===== src/rtl/i_mshr_ooo_pkg.sv =====
// i_mshr_ooo_pkg
// Shared types and default sizes for the out-of-order instruction MSHR.
// Contents:
//   NUM_MEM_TAGS - default number of MSHR entries (one per memory tag in flight)
//   ITAG_BITS    - default icache line-tag width
//   MEM_TAG      - memory tag type; the value 0 means "no tag"
//   MSHR_STATE   - per-entry lifecycle: FREE -> PENDING -> (SQUASHED) -> FREE
//   MSHR_ENTRY   - one table entry at the default widths
package i_mshr_ooo_pkg;

  localparam int NUM_MEM_TAGS = 4;
  localparam int ITAG_BITS    = 8;
  localparam int MEM_TAG_BITS = 4;

  typedef logic [MEM_TAG_BITS-1:0] MEM_TAG;

  typedef enum logic [1:0] {
    MSHR_FREE     = 2'd0,
    MSHR_PENDING  = 2'd1,
    MSHR_SQUASHED = 2'd2
  } MSHR_STATE;

  typedef struct packed {
    MSHR_STATE            state;
    logic [ITAG_BITS-1:0] itag;
    MEM_TAG               mem_tag;
  } MSHR_ENTRY;

endpackage


===== src/rtl/i_mshr_ooo_entry.sv =====
// i_mshr_ooo_entry
// One MSHR table entry: state register plus tag match and next-state logic.
// Ports:
//   clock, reset       - clock, synchronous active-high reset
//   allocEn_i          - this entry was chosen for the accepted allocation
//   allocItag_i        - line tag to record on allocation
//   allocMtag_i        - memory tag to record on allocation
//   memDataTag_i       - tag of the memory response this cycle
//   respGrant_i        - this entry won the response match; free it
//   squash_i           - redirect: PENDING entries become SQUASHED
//   snoopItag_i        - line tag being looked up
//   free_o             - entry is FREE
//   respMatch_o        - response tag matches this (non-FREE) entry
//   fillMatch_o        - response matches and the entry is PENDING
//   snoopHit_o         - entry is PENDING and holds snoopItag_i
//   itag_o             - recorded line tag
module i_mshr_ooo_entry
  import i_mshr_ooo_pkg::*;
#(
  parameter int ITAG_W        = ITAG_BITS,
  parameter int MTAG_W        = $bits(MEM_TAG),
  parameter int DROP_SQUASHED = 1
) (
  input  logic              clock,
  input  logic              reset,
  input  logic              allocEn_i,
  input  logic [ITAG_W-1:0] allocItag_i,
  input  logic [MTAG_W-1:0] allocMtag_i,
  input  logic [MTAG_W-1:0] memDataTag_i,
  input  logic              respGrant_i,
  input  logic              squash_i,
  input  logic [ITAG_W-1:0] snoopItag_i,
  output logic              free_o,
  output logic              respMatch_o,
  output logic              fillMatch_o,
  output logic              snoopHit_o,
  output logic [ITAG_W-1:0] itag_o
);

  MSHR_STATE         state_q, state_d;
  logic [ITAG_W-1:0] itag_q, itag_d;
  logic [MTAG_W-1:0] mtag_q, mtag_d;

  // Tag 0 is never a real request, so it must not match a FREE entry's zeroed tag.
  assign free_o      = (state_q == MSHR_FREE);
  assign respMatch_o = (memDataTag_i != '0) && (mtag_q == memDataTag_i) && (state_q != MSHR_FREE);
  assign fillMatch_o = respMatch_o && (state_q == MSHR_PENDING);
  assign snoopHit_o  = (state_q == MSHR_PENDING) && (itag_q == snoopItag_i);
  assign itag_o      = itag_q;

  // Allocation only targets FREE entries and a grant only targets non-FREE
  // ones, so they never collide. A granted entry frees even during a squash.
  always_comb begin
    state_d = state_q;
    itag_d  = itag_q;
    mtag_d  = mtag_q;
    if (allocEn_i) begin
      state_d = MSHR_PENDING;
      itag_d  = allocItag_i;
      mtag_d  = allocMtag_i;
    end else if (respGrant_i) begin
      state_d = MSHR_FREE;
      itag_d  = '0;
      mtag_d  = '0;
    end else if (squash_i && (DROP_SQUASHED != 0) && (state_q == MSHR_PENDING)) begin
      state_d = MSHR_SQUASHED;
    end
  end

  always_ff @(posedge clock) begin
    if (reset) begin
      state_q <= MSHR_FREE;
      itag_q  <= '0;
      mtag_q  <= '0;
    end else begin
      state_q <= state_d;
      itag_q  <= itag_d;
      mtag_q  <= mtag_d;
    end
  end

endmodule


===== src/rtl/i_mshr_ooo.sv =====
// i_mshr_ooo
// Fully associative instruction MSHR. Responses are matched by memory tag in
// any order; a redirect squash marks outstanding prefetches so their data is
// dropped instead of filling the icache.
// Ports:
//   clock, reset   - clock, synchronous active-high reset
//   alloc_valid    - memory request accepted this cycle
//   alloc_itag     - line tag of that request
//   alloc_mem_tag  - memory tag assigned to it (0 = none, ignored)
//   alloc_ready    - at least one FREE entry (registered state only)
//   snoop_valid    - prefetcher lookup strobe
//   snoop_itag     - line tag to look up
//   snoop_hit      - a PENDING entry holds snoop_itag
//   mem_data_tag   - tag of the memory response this cycle
//   squash         - redirect: drop all outstanding requests
//   fill_valid     - write response data into the icache this cycle
//   fill_itag      - line tag for that write
//   count          - number of non-FREE entries
module i_mshr_ooo
  import i_mshr_ooo_pkg::*;
#(
  parameter int NUM_ENTRIES   = NUM_MEM_TAGS,
  parameter int ITAG_W        = ITAG_BITS,
  parameter int MTAG_W        = $bits(MEM_TAG),
  parameter int DROP_SQUASHED = 1,
  localparam int CNT_W        = $clog2(NUM_ENTRIES + 1)
) (
  input  logic              clock,
  input  logic              reset,
  input  logic              alloc_valid,
  input  logic [ITAG_W-1:0] alloc_itag,
  input  logic [MTAG_W-1:0] alloc_mem_tag,
  output logic              alloc_ready,
  input  logic              snoop_valid,
  input  logic [ITAG_W-1:0] snoop_itag,
  output logic              snoop_hit,
  input  logic [MTAG_W-1:0] mem_data_tag,
  input  logic              squash,
  output logic              fill_valid,
  output logic [ITAG_W-1:0] fill_itag,
  output logic [CNT_W-1:0]  count
);

  logic [NUM_ENTRIES-1:0] freeVec;
  logic [NUM_ENTRIES-1:0] matchVec;
  logic [NUM_ENTRIES-1:0] fillMatchVec;
  logic [NUM_ENTRIES-1:0] snoopVec;
  logic [NUM_ENTRIES-1:0] allocSel;
  logic [NUM_ENTRIES-1:0] respGrant;
  logic [ITAG_W-1:0]      itagArr [NUM_ENTRIES];
  logic [ITAG_W-1:0]      fillItag;
  logic                   allocAccept;
  logic                   respAny;
  logic [CNT_W-1:0]       count_q, count_d;

  for (genvar g = 0; g < NUM_ENTRIES; g++) begin : gEntry
    i_mshr_ooo_entry #(
      .ITAG_W        (ITAG_W),
      .MTAG_W        (MTAG_W),
      .DROP_SQUASHED (DROP_SQUASHED)
    ) uEntry (
      .clock        (clock),
      .reset        (reset),
      .allocEn_i    (allocSel[g] & allocAccept),
      .allocItag_i  (alloc_itag),
      .allocMtag_i  (alloc_mem_tag),
      .memDataTag_i (mem_data_tag),
      .respGrant_i  (respGrant[g]),
      .squash_i     (squash),
      .snoopItag_i  (snoop_itag),
      .free_o       (freeVec[g]),
      .respMatch_o  (matchVec[g]),
      .fillMatch_o  (fillMatchVec[g]),
      .snoopHit_o   (snoopVec[g]),
      .itag_o       (itagArr[g])
    );
  end

  // Readiness depends only on registered state, so a slot freed by this
  // cycle's response is not reusable until next cycle.
  assign alloc_ready = reset | (|freeVec);
  assign allocAccept = ~reset & alloc_valid & (|freeVec) & (alloc_mem_tag != '0);

  // Lowest-index FREE entry takes the allocation; lowest-index match takes the
  // response, which only matters if the tag-uniqueness invariant is broken.
  always_comb begin
    allocSel  = '0;
    respGrant = '0;
    for (int i = NUM_ENTRIES - 1; i >= 0; i--) begin
      if (freeVec[i]) begin
        allocSel    = '0;
        allocSel[i] = 1'b1;
      end
      if (matchVec[i] && !reset) begin
        respGrant    = '0;
        respGrant[i] = 1'b1;
      end
    end
  end

  always_comb begin
    fillItag = '0;
    for (int i = 0; i < NUM_ENTRIES; i++) begin
      if (respGrant[i] && fillMatchVec[i]) begin
        fillItag = fillItag | itagArr[i];
      end
    end
  end

  assign respAny    = |respGrant;
  assign fill_valid = |(respGrant & fillMatchVec);
  assign fill_itag  = fillItag;
  assign snoop_hit  = ~reset & snoop_valid & (|snoopVec);
  assign count      = reset ? '0 : count_q;

  assign count_d = count_q + CNT_W'(allocAccept) - CNT_W'(respAny);

  always_ff @(posedge clock) begin
    if (reset) begin
      count_q <= '0;
    end else begin
      count_q <= count_d;
    end
  end

  // Two entries sharing a live memory tag means the requester reused a tag.
  always_ff @(posedge clock) begin
    if (!reset) begin
      assert ($onehot0(matchVec));
    end
  end

endmodule


===== config.mk =====
export PLATFORM = sky130hd
export DESIGN_NAME = i_mshr_ooo
export DESIGN_NICKNAME = d
export VERILOG_FILES = /design/src/rtl/i_mshr_ooo_pkg.sv /design/src/rtl/i_mshr_ooo_entry.sv /design/src/rtl/i_mshr_ooo.sv
export SDC_FILE = /design/constraint.sdc
export NUM_CORES = 1
export LEC_CHECK = 0
export CORE_MARGIN = 1
export CORE_UTILIZATION = 50
export DETAILED_ROUTE_END_ITERATION = 10
export DONT_BUFFER_PORTS = 1
export GPL_ROUTABILITY_DRIVEN = 0
export GPL_TIMING_DRIVEN = 0
export PLACE_DENSITY = 0.68
export RECOVER_POWER = 25
export SYNTH_ARGS = -nofsm -noshare
export SYNTH_HDL_FRONTEND = slang
export SYNTH_SLANG_ARGS = --single-unit

===== constraint.sdc =====
create_clock -name clock -period 6.85 [get_ports clock]
set_clock_uncertainty 0.1 [all_clocks]
set_input_delay 0 -clock clock [delete_from_list [all_inputs] [get_ports clock]]
set_output_delay 0 -clock clock [all_outputs]
set_load 0.02 [all_outputs]

# Yosys cells after proc, flatten, opt, wreduce, memory -nomap -nowiden
# Cells that the tools add are included.
# W data, S select, Z words.
# totals
register_bits	59
inputBits	29
output_inout_bits	14
elab_cells	142
# op_classes
addsub	2
n_eq_ne	12
n_mux	41
n_bitwise	15
reduce_logical	55
# op_table
cell	n
$mux W8	12
$mux W4	16
$eq A8 B8 Y1	4
$logic_and A1 B1 Y1	28
$or A8 B8 Y8	3
$eq A4 B4 Y1	4
$reduce_bool A2 Y1	8
$reduce_or A4 Y1	4
$mux W1	12
$reduce_bool A3 Y1	4
$reduce_or A3 Y1	4
$and A1 B1 Y1	9
$eq A2 B1 Y1 const B	4
$logic_not A2 Y1	4
$reduce_bool A4 Y1	2
$and A4 B4 Y4	1
$add A3 B1 Y3	1
$mux W3	1
$sub A3 B1 Y3	1
$logic_not A1 Y1	1
$not A1 Y1	1
$or A1 B1 Y1	1

# Logic depth before layout (Yosys ltp)
# Gate-level depths: netlist of run 1.
# logic_depth
word_depth	16
mapped_depth	15
depth_no_buf	12

# By module
# From an unflattened synthesis of run 1, not the netlist that was laid out.
# hier_totals
cells_unflattened	410
area_unflattened_um2	3397.0
# modules_own_cells
module	n_inst	cells_per_inst	area_each_um2	seq_area_each_um2
i_mshr_ooo_entry	4	85	706.9	280.3
i_mshr_ooo	1	70	569.3	60.1

# Least setup slack after synthesis of run 1
# OpenSTA, ideal clock, no wires.
# synth_path
path_type	register to register
start	reg gEntry[0].uEntry.mtag_q[0]
end	reg count_q[2]
setup_time_ns	0.128
arrival_ns	2.910
required_time_ns	6.622
path_slack_ns	3.712
path_stages_with_launch	15
path_buffers	2
synth_period_minus_slack_ns	3.138
cell_sequence	dfxtp_1 > xor2_1 > or4_4 > nor3_1 > buf_2 > buf_2 > nor3_1 > nand2_1 > ha_1 > inv_1 > ha_1 > inv_1 > fa_1 > xnor2_1 > nor2_1
# synth_between
elab_chain_len	7
# synth_lines
item	line	source
from (decl)	i_mshr_ooo_entry.sv:42	logic [MTAG_W-1:0] mtag_q, mtag_d;
from (signal assigned)	i_mshr_ooo_entry.sv:78	mtag_q <= mtag_d;
$eq A4 B4 Y1	i_mshr_ooo_entry.sv:46	assign respMatch_o = (memDataTag_i != '0) && (mtag_q == memDataTag_i) && (state_q != MSHR_FREE);
$logic_and A1 B1 Y1 (2 in series)	i_mshr_ooo_entry.sv:46	
$logic_and A1 B1 Y1	i_mshr_ooo.sv:94	if (matchVec[i] && !reset) begin
$mux W4	i_mshr_ooo.sv:94	
$reduce_or A4 Y1	i_mshr_ooo.sv:110	assign respAny = |respGrant;
$sub A3 B1 Y3	i_mshr_ooo.sv:116	assign count_d = count_q + CNT_W'(allocAccept) - CNT_W'(respAny);
to (signal assigned)	i_mshr_ooo.sv:122	count_q <= count_d;
to (decl)	i_mshr_ooo.sv:54	logic [CNT_W-1:0] count_q, count_d;
# Every way passes these cells.
# A chain may end at the register's enable or synchronous reset.

# Worst setup path after layout of run 1
# Same ends and word-level chain as after synthesis.

==> results of run 1 <==
## registers in the layout (all words and copies together), names as in the netlist
| signal | cells |
|---|---|
| gEntry.uEntry.mtag_q | 16 |
| count_q | 3 |
| gEntry.uEntry.itag_o | 32 |
| gEntry.uEntry.state_q | 8 |
## tightest hold or removal path, stage by stage
cell,delay [ns]
nand2b_1,0.10
nor2_1,0.07
nand3b_1,0.17
a21oi_1,0.08
## routing by layer
metal  vias up  wire (µm)
met2       113       4398
li1       1374          -
met4         0        268
met1      1401       4223
met5         -          0
met3        24        694
## placed cells by master, fill, tap and decap left out, types with 14 or more instances in the layout
cell type	instances
clkbuf_1	18
inv_1	18
nor2_1	25
xnor2_1	20
xor2_1	30
dlygate4sd3_1	14
nand2_1	39
a22o_1	21
dfxtp_1	59
## cell families after synthesis
group | Yosys count | share of synthesized area
adders and majority gates | 3 | 0.01374
AOI/OAI and AO/OA | 79 | 0.2054
and+or+nand+nor | 123 | 0.1963
DFF | 59 | 0.3604
muxes | 8 | 0.02444
buffers and inverters | 47 | 0.06605
xor gates and xnor gates | 50 | 0.1336
## stage by stage
stage                     instances  setup WS, ns  cell area (µm²)  utilization  power [W]
after detailed placement        446         3.316             3373       0.5312  0.0004415
after CTS                       475         3.267             3715       0.5850  0.0007792
after floorplan                 369         3.712             3277            -  0.0004225
after global placement          446         3.375             3373       0.5312  0.0004402
after global routing            475         2.755             3667       0.5775  0.0008008
final                           475         3.047             3667       0.5775  0.0007751
## layout make-up
type,instances,share of cell area
clock inverters,4,0.01365
multi-input cells,263,0.4998
clock buffers,11,0.04128
well taps,77,0.02627
repair buffers,14,0.03821
inverters,18,0.01842
plain buffers,29,0.04026
flip-flops and latches,59,0.3221
## how the worst min path moves through the flow
stage | endpoint | slack (ns) | cells after the start
4_1_cts | gEntry[1].uEntry.state_q[0]$_SDFFE_PP0P_ | 0.02 | 4
5_1_grt | gEntry[1].uEntry.itag_o[3]$_SDFFE_PP0P_ | 0.04 | 3
3_5_place_dp | gEntry[3].uEntry.itag_o[5]$_SDFFE_PP0P_ | 0.01 | 2
6_report | gEntry[1].uEntry.state_q[0]$_SDFFE_PP0P_ | 0.03 | 4
3_3_place_gp | gEntry[3].uEntry.itag_o[2]$_SDFFE_PP0P_ | 0.01 | 2
2_1_floorplan | gEntry[3].uEntry.itag_o[0]$_SDFFE_PP0P_ | 0.008 | 2
## power groups by stage
stage | clock network, W | logic, W | registers, W
after CTS | 0.000334 | 0.0000866 | 0.000359
after detailed placement | 0 | 0.0000749 | 0.000367
final | 0.000330 | 0.0000856 | 0.000359
after floorplan | 0 | 0.0000576 | 0.000365
after global routing | 0.000348 | 0.0000934 | 0.000360
after global placement | 0 | 0.0000738 | 0.000366
==> out/qor.yml, run 1 <==
port_buffers: 0
ys_seq_elements: 59
antenna_found_initial: 0
cp_num_cells: 14
finalCritPeriodShare: 0.5551
htree_levels: 3
synthToLayoutAreaGrowth_pct: 11.91
wl_per_cell_um: 20.18
violations: "capacitance limit, slew limit"
max-slew-margin-rel: -0.02840
crit_path_end_kind: "flop"
drive_gt1_frac: 0.06784
seq_area_frac_synth: 0.3604
final_max_slew_viol_count: 11
die_h_um: 82.96
finalWirelength_um: 9584
cts_root_buf: "clkbuf_8"
syn_area_per_cell_um2: 8.880
drc: 0
cts_hold_buf: 14
p_int_w: 0.0005705
first_global_vias: 2935
initial_core_util: 0.5161
synth_commonest_cells: "dfxtp_1 (59), nand2_1 (39), xor2_1 (30), nor2_1 (25), a22o_1 (21)"
synthesis.nets: 401
critical_path_required_ns: 6.96
vias_per_cell: 6.131
syn_area_um2: 3277
r2r-start: "gEntry[0].uEntry.mtag_q[0]$_SDFFE_PP0P_"
antenna_left: 0
vias: 2912
r2r_end: "count_q[2]$_SDFF_PP0_"
synth-edff-count: 0
pwr-share-comb: 0.110
fin_nets: 426
yosysMostFrequentCell: "dfxtp_1"
cts_setup_buffers: 0
cts_buffers: 9
async_reset_ff_frac: 0
fmax_mhz: 263.0
grt-ovfl-total: 0
critPathTopFamily: "simple AND/OR/NAND/NOR gates"
die_x_um: 82.96
slowest_delay_ns: 0.59
rsz0062_at_grt: "no"
yosys-top-cells-area: "dfxtp_1 (36%), xor2_1 (8.0%), a22o_1 (5.6%), xnor2_1 (5.3%), nand2_1 (4.5%)"
grt_pass1_wl_um: 15470
reg2reg_depth: 14
synthesis.instances: 369
p_leak_nw: 1.439
critPathCapture: "count_q[2]$_SDFF_PP0_"
seq_power_share: 0.463
finalSetupViolations: 0
p_sw_w: 0.0002046
worst_hold_path_type: "input pin to flop"
switching_share: 0.2640
yosysUniqueCellTypes: 52
slowest_stage: "or4_1"
ys_warn_count: 0
start_kind: "flop"
n_antenna_cell: 0
firstDrtPassIters: 5
rows: 29
crit_fanout: 10
regArea_um2: 1181
ctsLongestPathBuffers: 2
hold_ws_ns: 0.03045
cts_tree: "built"
critPathKind: "flop to flop"
dieArea_um2: 6882
grt_max_degree: 11
core-area_um2: 6350
cp_cell_sequence: "xor2_1 > or4_1 > nor3_1 > clkbuf_1 > buf_2 > nor3_1 > nand2_1 > ha_1 > inv_1 > ha_1 > inv_1 > fa_1 > xnor2_1 > nor2_1"
grt.total_usage: 0.2938
cp_num_buf_inv: 4
startpoint: "gEntry[0].uEntry.mtag_q[0]$_SDFFE_PP0P_"
yosysTopAreaCell: "dfxtp_1"
path_clk_slew_ns: 0.07
clock_latency_ns: 0.35
use_met3: 0.07058
synth_top_area_frac: 0.3604
hold_violations: 0
period_minus_slack_ns: 3.803
r2r_setup_slack_ns: 3.05
power_frac_clock: 0.426
use_met2: 0.4635
synth_top_flop_cell: "dfxtp_1"
peakVddDrop_v: 0.0001250
dp_hpwl_um: 6615
hold_start: "reset"
outcome: "finished with violations"
max_cap_violations: 1
busiest_layer: "met2"
cts.sinks: 59
nFillCells: 587
tightest_slew_ns: 1.533
cts_resized: 0
powerDensity_nw_per_um2: 211.4
multi_input_area_um2: 1833
timing.setup.tns_ns: 0
grt_use_met1: 0.3728
io_pins: 43
crit_arrival_ns: 3.91
drt-initial-drc-count: 180
Note: power is estimated with default switching activity, not from simulation.
==> inputs of run 2 (changes only) <==
Clock period 6.85 ns to 3.65 ns, I/O delays scaled along.
==> run 2 against run 1 <==
The run ends with DRC left. Via count is 0.27% higher. Combinational power is 92% higher. First-iteration DRC count is 3.3% lower. Flip-flop and latch count stayed put. Utilization is 0.59 points higher. Cell count stayed put. Largest power group unchanged. Total power is 88% higher. Largest cell class unchanged. Die area stayed put. Design area is 1.0% higher. Setup slack worse by 2.8 ns. Clock-buffer cell count stayed put.
==> out/qor.yml, run 2 (same netlist as run 1, synthesis figures left out) <==
critical_path_required_ns: 3.76  # -3.20 ns
die_x_um: 82.96  # unchanged
grt_pass1_wl_um: 15470  # unchanged
crit_fanout: 10  # unchanged
max-slew-margin-rel: 0.1813  # +0.2097
synthToLayoutAreaGrowth_pct: 13.06
peakVddDrop_v: 0.0002338  # +87%
cts_tree: "built"
final_cell_area_um2: 3705  # +1.0%
final_max_slew_viol_count: 0  # -11
wl_per_cell_um: 20.12  # -0.26%
antenna_left: 0  # unchanged
worst_hold_path_type: "input pin to flop"
finalWirelength_um: 9559  # -0.26%
cts_setup_buffers: 0  # unchanged
finalSetupViolations: 0  # unchanged
reg2reg_depth: 14  # unchanged
dieArea_um2: 6882  # unchanged
tightest_slew_ns: 1.211  # -0.3224 ns
n_antenna_cell: 0  # unchanged
start_kind: "flop"
port_buffers: 0  # unchanged
r2r-start: "gEntry[0].uEntry.mtag_q[0]$_SDFFE_PP0P_"
first_global_vias: 2935  # unchanged
io_pins: 43  # unchanged
max_cap_violations: 0  # -1
hold_violations: 0  # unchanged
final_core_util: 0.5834  # +0.005911
crit_path_end_kind: "flop"
initial_core_util: 0.5161  # unchanged
die_h_um: 82.96  # unchanged
vias: 2920  # +0.27%
grt_max_degree: 11  # unchanged
period_minus_slack_ns: 3.409  # -0.3940 ns
rsz0062_at_grt: "no"
outcome: "finished with violations"
p_leak_nw: 1.453  # +0.98%
critPathKind: "flop to flop"
largest_reg_flops: 32  # unchanged
cts.sinks: 59  # unchanged
htree_levels: 3  # unchanged
powerDensity_nw_per_um2: 393.3  # +86%
final_common_cell: "dfxtp_1"
path_clk_slew_ns: 0.06  # about the same
dp_hpwl_um: 6615  # unchanged
rows: 29  # unchanged
drc: 2  # +2
drive_gt1_frac: 0.08291  # +0.01508
holdPathEnd: "gEntry[1].uEntry.state_q[0]$_SDFFE_PP0P_"
crit_arrival_ns: 3.52  # -0.39 ns
grt.total_usage: 0.2938  # unchanged
drt-initial-drc-count: 174  # -3.3%
vias_per_cell: 6.147  # +0.27%
grt-ovfl-total: 0  # unchanged
hold_start: "reset"
timing.setup.tns_ns: 0  # unchanged
firstDrtPassIters: 8  # +3
r2r_end: "count_q[2]$_SDFF_PP0_"
cts_buffers: 9  # unchanged
placed_area_um2: 3373  # unchanged
core-area_um2: 6350  # unchanged
hold_depth: 4  # unchanged
r2r_setup_slack_ns: 0.24  # -2.81 ns
fin_nets: 426  # unchanged
antenna_found_initial: 0  # unchanged
cts_root_buf: "clkbuf_8"
violations: "DRC"
fmax_mhz: 293.4  # +12%
layout_common_cells: "dfxtp_1 (59), nand2_1 (39), xor2_1 (30)"
finalCritPeriodShare: 0.9339  # +0.3787
ctsLongestPathBuffers: 2  # unchanged
clock_latency_ns: 0.35  # about the same
[run 2: cell counts in the layout (fill, tap and decap cells not counted)]
Identical to the previous run, type by type.
[run 2: through the flow]
| stage | hold WS (ns) | setup WS [ns] | std cells | power (W) |
|---|---|---|---|---|
| final | 0.03597 | 0.2414 | 475 | 0.001457 |
| after global routing | 0.05983 | 0.02130 | 475 | 0.001506 |
| after CTS | 0.01807 | 0.06688 | 475 | 0.001462 |
| after detailed placement | 0.01432 | 0.1158 | 446 | 0.0008286 |
| after global placement | 0.01151 | 0.1752 | 446 | 0.0008261 |
| after floorplan | 0.008476 | 0.5121 | 369 | 0.0007929 |
[run 2: worst max path at each step]
stage                                                       start                     to  slack, ns  cells past startpoint
after CTS                 gEntry[0].uEntry.mtag_q[0]$_SDFFE_PP0P_  count_q[2]$_SDFF_PP0_       0.07                     14
final                     gEntry[0].uEntry.mtag_q[0]$_SDFFE_PP0P_  count_q[2]$_SDFF_PP0_       0.24                     14
after global routing      gEntry[0].uEntry.mtag_q[0]$_SDFFE_PP0P_  count_q[2]$_SDFF_PP0_       0.02                     14
after floorplan           gEntry[0].uEntry.mtag_q[0]$_SDFFE_PP0P_  count_q[2]$_SDFF_PP0_       0.51                     14
after global placement    gEntry[0].uEntry.mtag_q[0]$_SDFFE_PP0P_  count_q[2]$_SDFF_PP0_       0.18                     14
after detailed placement  gEntry[0].uEntry.mtag_q[0]$_SDFFE_PP0P_  count_q[2]$_SDFF_PP0_       0.12                     14
[run 2: critical path: stages (launching register included)]
cell and delay [ns]:
dfxtp_1 0.34, xor2_1 0.17, or4_4 0.56, nor3_2 0.25, clkbuf_4 0.29, buf_2 0.27, nor3_1 0.09, nand2_1 0.12
ha_1 0.24, inv_1 0.06, ha_1 0.14, inv_1 0.05, fa_1 0.37, xnor2_1 0.17, nor2_1 0.05
[run 2: layer usage]
layer,share of wire,track usage,up-vias
met2,0.46,0.4635,130
met4,0.024,0.1520,0
met1,0.44,0.3728,1401
met5,0,0,-
li1,-,-,1369
met3,0.074,0.07058,20
[run 2: repair_timing]
| action | 4_1_cts | 5_1_grt |
|---|---|---|
| endpoints found under the setup margin | 0 | 2 |
| endpoints found under the hold margin | 56 | 0 |
| resized for setup | 0 | 2 |
| hold buffers | 14 | 0 |
[run 2: report_power, final]
part | total, W | internal [W] | switching [W]
clock network | 0.000619 | 0.000347 | 0.000272
logic | 0.000164 | 0.0000646 | 0.0000990
registers | 0.000674 | 0.000660 | 0.0000141
[run 2: final cells by class]
class	instances	area, µm²
Timing Repair Buffer	14	140.1
Fill cell	581	2645
Tap cell	77	96.34
Clock buffer	11	151.4
Inverter	18	67.56
Sequential cell	59	1181
Multi-Input combinational cell	263	1867
Buffer	29	151.4
Clock inverter	4	50.05
==> inputs of run 3 (changes only) <==
==> constraint.sdc (replaced) <==
create_clock -name clock -period 3.65 [get_ports clock]
set_clock_uncertainty 0.1 [all_clocks]
set_input_delay 0.365 -clock clock [delete_from_list [all_inputs] [get_ports clock]]
set_output_delay 0.365 -clock clock [all_outputs]
set_load 0.02 [all_outputs]
==> run 3 against run 2 <==
The flow now finishes without violations. Die area unchanged. Combinational power down 13%. Flip-flop and latch count unchanged.
==> out/qor.yml, run 3 (same netlist as run 1, synthesis figures left out) <==
outcome: "completed"
drc: 0  # -2
slowest_delay_ns: 0.98  # +0.42 ns
die_x_um: 82.96  # unchanged
final_common_cell: "dfxtp_1"
finalCritPeriodShare: 0.9422  # +0.008315
firstDrtPassIters: 5  # -3
dp_hpwl_um: 6615  # unchanged
max-slew-margin-rel: 0.1837  # +0.002365
crit_arrival_ns: 2.97  # -0.55 ns
finalWirelength_um: 9320  # -2.5%
period_minus_slack_ns: 3.439  # +0.03035 ns
dieArea_um2: 6882  # unchanged
grt.total_usage: 0.2868  # -0.007000
antenna_found_initial: 0  # unchanged
port_buffers: 0  # unchanged
die_h_um: 82.96  # unchanged
n_antenna_cell: 0  # unchanged
clock_latency_ns: 0.35  # about the same
crit_path_end_kind: "primary output"
cp_cell_sequence: "o41ai_1 > nor3_2 > nor4_2 > a221o_1"
htree_levels: 3  # unchanged
cts.sinks: 59  # unchanged
hold_violations: 0  # unchanged
initial_core_util: 0.5161  # unchanged
final_max_slew_viol_count: 0  # unchanged
cts_root_buf: "clkbuf_8"
ctsLongestPathBuffers: 2  # unchanged
finalSetupViolations: 0  # unchanged
cts_setup_buffers: 0  # unchanged
max_cap_violations: 0  # unchanged
critical_path_required_ns: 3.18  # -0.58 ns
critPathKind: "flop to primary output"
wl_per_cell_um: 20.22  # +0.46%
slowest_stage: "nor4_2"
io_pins: 43  # unchanged
tightest_slew_ns: 1.207  # -0.003497 ns
crit_fanout: 9  # -1
path_clk_slew_ns: 0.07  # about the same
synthToLayoutAreaGrowth_pct: 8.782
p_leak_nw: 1.394  # -4.0%
core-area_um2: 6350  # unchanged
cts_buffers: 9  # unchanged
first_global_vias: 2870  # -2.2%
powerDensity_nw_per_um2: 403.5  # +2.6%
drive_gt1_frac: 0.08594  # +0.003023
r2r_setup_slack_ns: 0.26  # +0.02 ns
peakVddDrop_v: 0.0002330  # -0.35%
vias: 2828  # -3.2%
grt-ovfl-total: 0  # unchanged
vias_per_cell: 6.134  # -0.21%
final_core_util: 0.5614  # -0.02207
drt-initial-drc-count: 168  # -3.4%
cts_tree: "built"
rsz0062_at_grt: "no"
antenna_left: 0  # unchanged
grt_max_degree: 11  # unchanged
nFillCells: 597  # +2.8%
total_power_w: 0.001438  # -1.3%
worst_hold_path_type: "input pin to flop"
timing.setup.tns_ns: 0  # unchanged
rows: 29  # unchanged
fin_nets: 412  # -3.3%
layout_common_cells: "dfxtp_1 (59), nand2_1 (39), xor2_1 (30)"
grt_pass1_wl_um: 15070  # -2.6%
start_kind: "flop"
largest_reg_flops: 32  # unchanged
fmax_mhz: 290.8  # -0.88%
==> run 3: worst paths after layout <==
check / start / end / cells after the start
max reg2reg: gEntry[0].uEntry.mtag_q[0]$_SDFFE_PP0P_ / count_q[2]$_SDFF_PP0_ / 14
max: gEntry[0].uEntry.mtag_q[3]$_SDFFE_PP0P_ / fill_itag[0] / 4
min reg2reg: gEntry[3].uEntry.mtag_q[1]$_SDFFE_PP0P_ / gEntry[3].uEntry.mtag_q[1]$_SDFFE_PP0P_ / 2
min: alloc_itag[2] / gEntry[3].uEntry.itag_o[2]$_SDFFE_PP0P_ / 2
==> run 3: per-stage QoR <==
step	setup slack, ns	instance area (µm²)	hold slack [ns]	cells
finish	0.2111	3565	0.02125	461
global route	0.02130	3565	0.03051	461
CTS	0.06688	3575	0.01508	461
detailed placement	-0.05476	3373	0.3684	446
global placement	-0.009515	3373	0.3649	446
floorplan	0.3487	3277	0.3489	369
==> run 3: critical path, delay by kind of cell, from the launching register on <==
| kind | cells | cell delay, ns |
|---|---|---|
| AO/OA/AOI/OAI | 2 | 1.16 |
| AND/OR/NAND/NOR | 2 | 1.14 |
| flip-flops | 1 | 0.34 |
==> run 3: final cells by class <==
type                            count  area, µm²  share of cell area
Clock inverter                      4      50.05             0.01404
Clock buffer                       11      151.4             0.04247
Buffer                             29      151.4             0.04247
Sequential cell                    59       1181              0.3313
Tap cell                           77      96.34             0.02703
Multi-Input combinational cell    263       1867              0.5237
Inverter                           18      67.56             0.01895
==> run 3: report_power, final <==
group | internal, W | total [W] | leakage [nW] | switching, W
Sequential | 0.000660 | 0.000674 | 0.477 | 0.0000140
Combinational | 0.0000544 | 0.000142 | 0.820 | 0.0000877
Clock | 0.000347 | 0.000622 | 0.0974 | 0.000275
==> run 3: metal layers <==
| layer | GRT usage | up-vias | wire length, µm |
|---|---|---|---|
| met5 | 0 | - | 0 |
| met4 | 0.1520 | 0 | 242 |
| met3 | 0.06958 | 22 | 689 |
| met2 | 0.4538 | 118 | 4334 |
| met1 | 0.3609 | 1342 | 4054 |
| li1 | - | 1346 | - |
==> run 3: repair_timing <==
| action | 4_1_cts | 5_1_grt |
|---|---|---|
| gates resized for setup | 0 | 2 |
| setup endpoints to repair | 0 | 2 |
| endpoints found under the hold margin | 0 | 0 |
| hold buffers | 0 | 0 |
